**config.mk**
```make
export PLATFORM = sky130hd
export DESIGN_NAME = note_scheduler
export DESIGN_NICKNAME = d
export VERILOG_FILES = /design/src/rtl/note_scheduler_pkg.sv /design/src/rtl/note_scheduler_picker.sv /design/src/rtl/note_scheduler.sv
export SDC_FILE = /design/constraint.sdc
export NUM_CORES = 1
export LEC_CHECK = 0
export BUFFER_PORTS_ARGS = -buffer_cell sky130_fd_sc_hd__buf_4
export CAP_MARGIN = 20
export CORE_MARGIN = 5
export CORE_UTILIZATION = 46
export CTS_CLUSTER_SIZE = 28
export DETAILED_ROUTE_END_ITERATION = 12
export GPL_ROUTABILITY_DRIVEN = 0
export SYNTH_ARGS = -nofsm -noshare
export SYNTH_HDL_FRONTEND = slang
export SYNTH_SLANG_ARGS = --single-unit
```
**constraint.sdc**
```tcl
create_clock -name clk -period 12.1 [get_ports clk]
set_input_delay 1.815 -clock clk [delete_from_list [all_inputs] [get_ports clk]]
set_output_delay 1.815 -clock clk [all_outputs]
set_load 0.05 [all_outputs]
```
**src/rtl/note_scheduler_pkg.sv**
```systemverilog
// Shared types for the note scheduler: note bus layout, FSM states, voice constants.
package note_scheduler_pkg;

  localparam int unsigned NUM_KEYS = 7;
  localparam int unsigned VOICE_W  = 3;

  localparam logic [VOICE_W-1:0] NO_VOICE = 3'd7;

  typedef struct packed {
    logic                oct_down;
    logic                oct_up;
    logic [NUM_KEYS-1:0] keys;
  } notes_t;

  typedef enum logic [1:0] {
    IDLE,
    SELECT,
    PLAY,
    GAP
  } sched_state_e;

endpackage

```
**src/rtl/note_scheduler_picker.sv**
```systemverilog
// Combinational round-robin picker: first set key searching upward from last_idx+1, wrapping, last_idx checked last.
module rr_note_picker
  import note_scheduler_pkg::*;
(
  input  logic [NUM_KEYS-1:0] req,
  input  logic [VOICE_W-1:0]  last_idx,
  output logic [VOICE_W-1:0]  idx,
  output logic                valid
);

  logic [VOICE_W-1:0] start;
  logic [VOICE_W:0]   pos;

  always_comb begin
    start = (last_idx >= VOICE_W'(NUM_KEYS - 1)) ? '0 : last_idx + VOICE_W'(1);
    idx   = '0;
    valid = 1'b0;
    pos   = '0;
    for (int k = 0; k < int'(NUM_KEYS); k++) begin
      pos = {1'b0, start} + (VOICE_W+1)'(k);
      if (pos >= (VOICE_W+1)'(NUM_KEYS)) begin
        pos = pos - (VOICE_W+1)'(NUM_KEYS);
      end
      if (!valid && req[pos[VOICE_W-1:0]]) begin
        valid = 1'b1;
        idx   = pos[VOICE_W-1:0];
      end
    end
  end

endmodule

```
**src/rtl/note_scheduler.sv**
```systemverilog
// Round-robin note scheduler: time-slices held keys onto a single audible voice.
// Define NOTE_SCHED_GAP_EN to insert a silent gap of GAP_CYCLES between slots.
module note_scheduler
  import note_scheduler_pkg::*;
#(
  parameter int SLOT_CYCLES = 2_000_000,
  parameter int GAP_CYCLES  = 50_000
) (
  input  logic               clk,
  input  logic               sys_rst,
  input  notes_t             req_notes,
  output notes_t             play_notes,
  output logic [VOICE_W-1:0] voice_idx,
  output logic               slot_start,
  output logic               busy
);

  if (SLOT_CYCLES < 1) begin : g_bad_slot
    $error("note_scheduler: SLOT_CYCLES must be at least 1");
  end
  if (GAP_CYCLES < 1) begin : g_bad_gap
    $error("note_scheduler: GAP_CYCLES must be at least 1");
  end

`ifdef NOTE_SCHED_GAP_EN
  localparam int unsigned CNT_MAX = (SLOT_CYCLES > GAP_CYCLES) ? int'(SLOT_CYCLES) : int'(GAP_CYCLES);
`else
  localparam int unsigned CNT_MAX = SLOT_CYCLES;
`endif
  localparam int unsigned CNT_W = (CNT_MAX > 1) ? $clog2(CNT_MAX) : 1;
  localparam logic [CNT_W-1:0] SLOT_LOAD = CNT_W'(SLOT_CYCLES - 1);
`ifdef NOTE_SCHED_GAP_EN
  // The SELECT cycle that follows GAP is also silent, so GAP itself is one cycle shorter.
  localparam logic [CNT_W-1:0] GAP_LOAD = CNT_W'((GAP_CYCLES >= 2) ? GAP_CYCLES - 2 : 0);
`endif

  sched_state_e       state_q, state_d;
  logic [CNT_W-1:0]   cnt_q, cnt_d;
  logic [VOICE_W-1:0] last_idx_q, last_idx_d;
  notes_t             play_q, play_d;
  logic [VOICE_W-1:0] voice_q, voice_d;
  logic               slot_start_q, slot_start_d;
  logic               busy_q, busy_d;

  logic               any_req;
  logic               cur_held;
  logic               same_tone;
  logic               req_oct_down;
  logic [VOICE_W-1:0] pick_idx;
  logic               pick_valid;

  rr_note_picker u_picker (
    .req      (req_notes.keys),
    .last_idx (last_idx_q),
    .idx      (pick_idx),
    .valid    (pick_valid)
  );

  // Octave up wins when both octave bits are requested.
  assign req_oct_down = req_notes.oct_down & ~req_notes.oct_up;
  assign any_req      = |req_notes.keys;
  assign cur_held     = |(req_notes.keys & play_q.keys);
  // Only the playing key is held and its octave is unchanged: keep the tone running.
  assign same_tone    = (req_notes.keys == play_q.keys)
                        && (req_notes.oct_up == play_q.oct_up)
                        && (req_oct_down == play_q.oct_down);

  always_comb begin
    state_d      = state_q;
    cnt_d        = cnt_q;
    last_idx_d   = last_idx_q;
    play_d       = play_q;
    voice_d      = voice_q;
    slot_start_d = 1'b0;

    case (state_q)
      IDLE: begin
        if (any_req) begin
          state_d = SELECT;
        end
      end
      SELECT: begin
        if (pick_valid) begin
          state_d         = PLAY;
          play_d.keys     = NUM_KEYS'(1) << pick_idx;
          play_d.oct_up   = req_notes.oct_up;
          play_d.oct_down = req_oct_down;
          voice_d         = pick_idx;
          last_idx_d      = pick_idx;
          slot_start_d    = 1'b1;
          cnt_d           = SLOT_LOAD;
        end else begin
          state_d = IDLE;
        end
      end
      PLAY: begin
        if (!cur_held || (cnt_q == '0)) begin
          if (same_tone) begin
            cnt_d = SLOT_LOAD;
          end else begin
`ifdef NOTE_SCHED_GAP_EN
            state_d = GAP;
            cnt_d   = GAP_LOAD;
            play_d  = '0;
            voice_d = NO_VOICE;
`else
            state_d = SELECT;
`endif
          end
        end else begin
          cnt_d = cnt_q - CNT_W'(1);
        end
      end
`ifdef NOTE_SCHED_GAP_EN
      GAP: begin
        if (cnt_q == '0) begin
          state_d = SELECT;
        end else begin
          cnt_d = cnt_q - CNT_W'(1);
        end
      end
`endif
      default: begin
        state_d = IDLE;
      end
    endcase

    // Releasing every key silences the block from any state.
    if (!any_req) begin
      state_d      = IDLE;
      cnt_d        = '0;
      play_d       = '0;
      voice_d      = NO_VOICE;
      slot_start_d = 1'b0;
    end

    busy_d = (state_d != IDLE);
  end

  always_ff @(posedge clk) begin
    if (sys_rst) begin
      state_q      <= IDLE;
      cnt_q        <= '0;
      last_idx_q   <= VOICE_W'(NUM_KEYS - 1);
      play_q       <= '0;
      voice_q      <= NO_VOICE;
      slot_start_q <= 1'b0;
      busy_q       <= 1'b0;
    end else begin
      state_q      <= state_d;
      cnt_q        <= cnt_d;
      last_idx_q   <= last_idx_d;
      play_q       <= play_d;
      voice_q      <= voice_d;
      slot_start_q <= slot_start_d;
      busy_q       <= busy_d;
    end
  end

  assign play_notes = play_q;
  assign voice_idx  = voice_q;
  assign slot_start = slot_start_q;
  assign busy       = busy_q;

endmodule
```
==> impl_results.md <==
- Status: complete, no violations
- Cell area after synthesis: 3510 um^2
- Iteration-0 DRC Markers: 200
- Post-CTS sizing: 0
- Die area: 9470 um^2
- Core Rows: 31
- Avg Inst Size Synth: 8.47 um^2
- Detailed Routing Iterations Pass 1: 4
- Worst Setup Start Kind: register
- R2r startpoint: last_idx_q[0]
- Hold_buf cts: 0
- Setup TNS: 0 ps
- RSZ-0062 raised after global routing: no
- CTS tree: built
- Ys Warns: 0
- DR DRC count: 0
- Design area: 3780 um^2
- CP endpoint kind: register
- # clock sinks: 40
- Vias per inst: 6.06
- # setup viols final: 0
- Worst Path Required: 12,310 ps
- Nets@finish: 460
- Min-Delay Endpoint: voice_idx[2]
- Seq cells post-synth: 40
- First-pass GRT wire length: 14,700 um
- Core ar.: 7330 um^2
- Placed cell count: 519
- Synth top area share: 22.8%
- Syn Inst Count: 414
- WHS: 485 ps
- Clock latency on the worst-skew pair: 290 ps
- CTS max path bufs: 2
- Layout cells sized above 1: 16.2%
- Antenna Nets Post-Route: 0
- Max-cap violations: 0
- Ant diodes: 0
- Crit path time final: 5810 ps
- Final Non-Filler Cells: 526
- Pwr dens: 289 nW/um^2
- P&R area growth vs syn: 7.96%
- Clk_skew: 10.7 ps
- Initial core utilization: 47.8%
- Clk slew on worst S/H paths: 70 ps
- DRT Wirelength: 8930 um
- Fin util: 51.6%
- Register area share after synthesis: 22.8%
- Number of synthesized flops with an enable pin: 0
- Worst-Margin Slew: 825 ps
- Overall routing resource usage: 18.4%
- FF+latch area: 801 um^2
- DP HPWL: 6510 um
- Crit path max fanout: 16
- CTS H-tree lvls: 2
- Most frequent cells in the layout: 40 x dfxtp_1, 33 x nor2_1, 30 x a21oi_1
- Arrival @ worst endpoint: 6020 ps
- GR Overflow Total: 0
- Top cells by area, synth: dfxtp_1 23%, ha_1 7.5%, mux2i_1 5.4%
- Width of the die: 97.3 um
- Pins Over Slew Limit: 0
- Top cell type by total area after synthesis: dfxtp_1
- Port bufs: 24
- Pleak: 1.50 nW
- Filler cell count: 722
- Critical path class: reg2reg
- Reg2Reg Setup Slack: 6290 ps
- Hold_sp: voice_idx[2]
- Worst min path class: reg2reg
- Synth Flop Type: dfxtp_1
- DP Worst Slack: 6340 ps
- Endpoints failing hold: 0
- Post-synth cell types: 76
- Setup bufs post-CTS: 0
- Worst R2R End: play_notes[2]
- Final worst-path cycle share: 48.0%
- Die Height: 97.3 um
- Commonest non-fill, non-tap cell in the layout: dfxtp_1
- Top-Level Pins: 25
- Num CTS Buffers: 5
- Cells on worst reg2reg path: 15
- Vias: 3,187
- Worst setup slack after layout: 6290 ps
- Wire length per cell: 17.0 um
- Fmax: 172 MHz
- DP Area: 3710 um^2
- FFs w/ async S/R, synth: 0%
- Slew HR: 45.0%
- Via count of the first global-routing pass: 2,912
- CTS Root Cell: clkbuf_8
- Largest net degree at the start of global routing: 46
- Initial antenna violation count: 0
- Hold Crit Depth: 1
- Peak VDD IR: 0.121 mV
- Multi-input logic area: 2520 um^2
- Synthesized net count: 447
- Design Power: 1.09 mW
[registers in the layout, indices dropped and copies added, names as in the netlist]
name,cells
cnt_q,21
play_notes,9
last_idx_q,3
voice_idx,3
state_q,2
busy,1
slot_start,1
[Yosys cell counts (5+ instances only)]
cell type  count
a311oi_1       5
nand2b_1       8
dfxtp_1       40
xnor2_1       17
o211ai_1       5
clkbuf_1       9
ha_1          21
o21ai_0        9
nor2_1        33
nor3_1         8
mux2i_1       19
a21oi_1       30
nand3_1       12
or2_2          7
or3_1         10
a211oi_1      16
nand2_1       29
inv_1         19
and2_1         5
mux2_2         6
nor2b_1        8
[layer usage]
layer  wire, um  GRT usage, %  vias up  part of all wire (%)
li1           -             -     1581                     -
met1       4220          25.5     1505                    47
met2       4120          30.2       91                    46
met3        475          1.87       10                   5.3
met4        111          5.43        0                   1.2
met5          0             0        -                     0
[where the power goes]
group	internal [mW]	total (mW)	switching [mW]	leakage, nW
logic	0.322	0.805	0.483	1.13
clock network	0.0392	0.0842	0.0450	0.0410
registers	0.166	0.204	0.0379	0.329
total	0.527	1.09	0.566	1.50
[kinds of logic (layout without fill, tap and decap cells)]
group,count (synthesis),in the layout,synth area share (%)
adders and majority gates,22,22,8.07
xor gates and xnor gates,18,18,4.50
AOI/OAI and AO/OA,116,116,25.9
buffers and inverters,38,51,5.17
and+or+nand+nor,150,150,23.2
DFF,40,40,22.8
muxes,30,30,10.3
[how the worst max path moves through the flow]
stage | to | depth (start not counted) | from
6_report | play_notes[2] | 15 | last_idx_q[0]
5_1_grt | cnt_q[7] | 19 | last_idx_q[0]
4_1_cts | cnt_q[7] | 17 | last_idx_q[0]
3_5_place_dp | cnt_q[7] | 17 | last_idx_q[0]
3_3_place_gp | cnt_q[15] | 17 | last_idx_q[0]
2_1_floorplan | play_notes[2] | 17 | last_idx_q[0]
[critical path, stage by stage, from the launching register on]
cell      delay (ps)
dfxtp_1          610
inv_1            250
ha_1             370
or4b_1           560
nand2_1          210
inv_1            150
fa_1             700
nor2_1            70
a21oi_1          420
mux2i_1          180
mux4_2           500
and2_2           230
a311oi_1         420
o22ai_1          340
or4b_1           570
a21oi_1          140
[layout make-up]
type	instances	share of cell area, %
clock buffers	6	1.92
well taps	99	3.27
repair buffers	25	4.96
flip-flops and latches	40	21.2
inverters	19	1.88
clock inverters	1	0.132
multi-input cells	336	66.7
No activity file was read; power rests on OpenSTA's default activity.
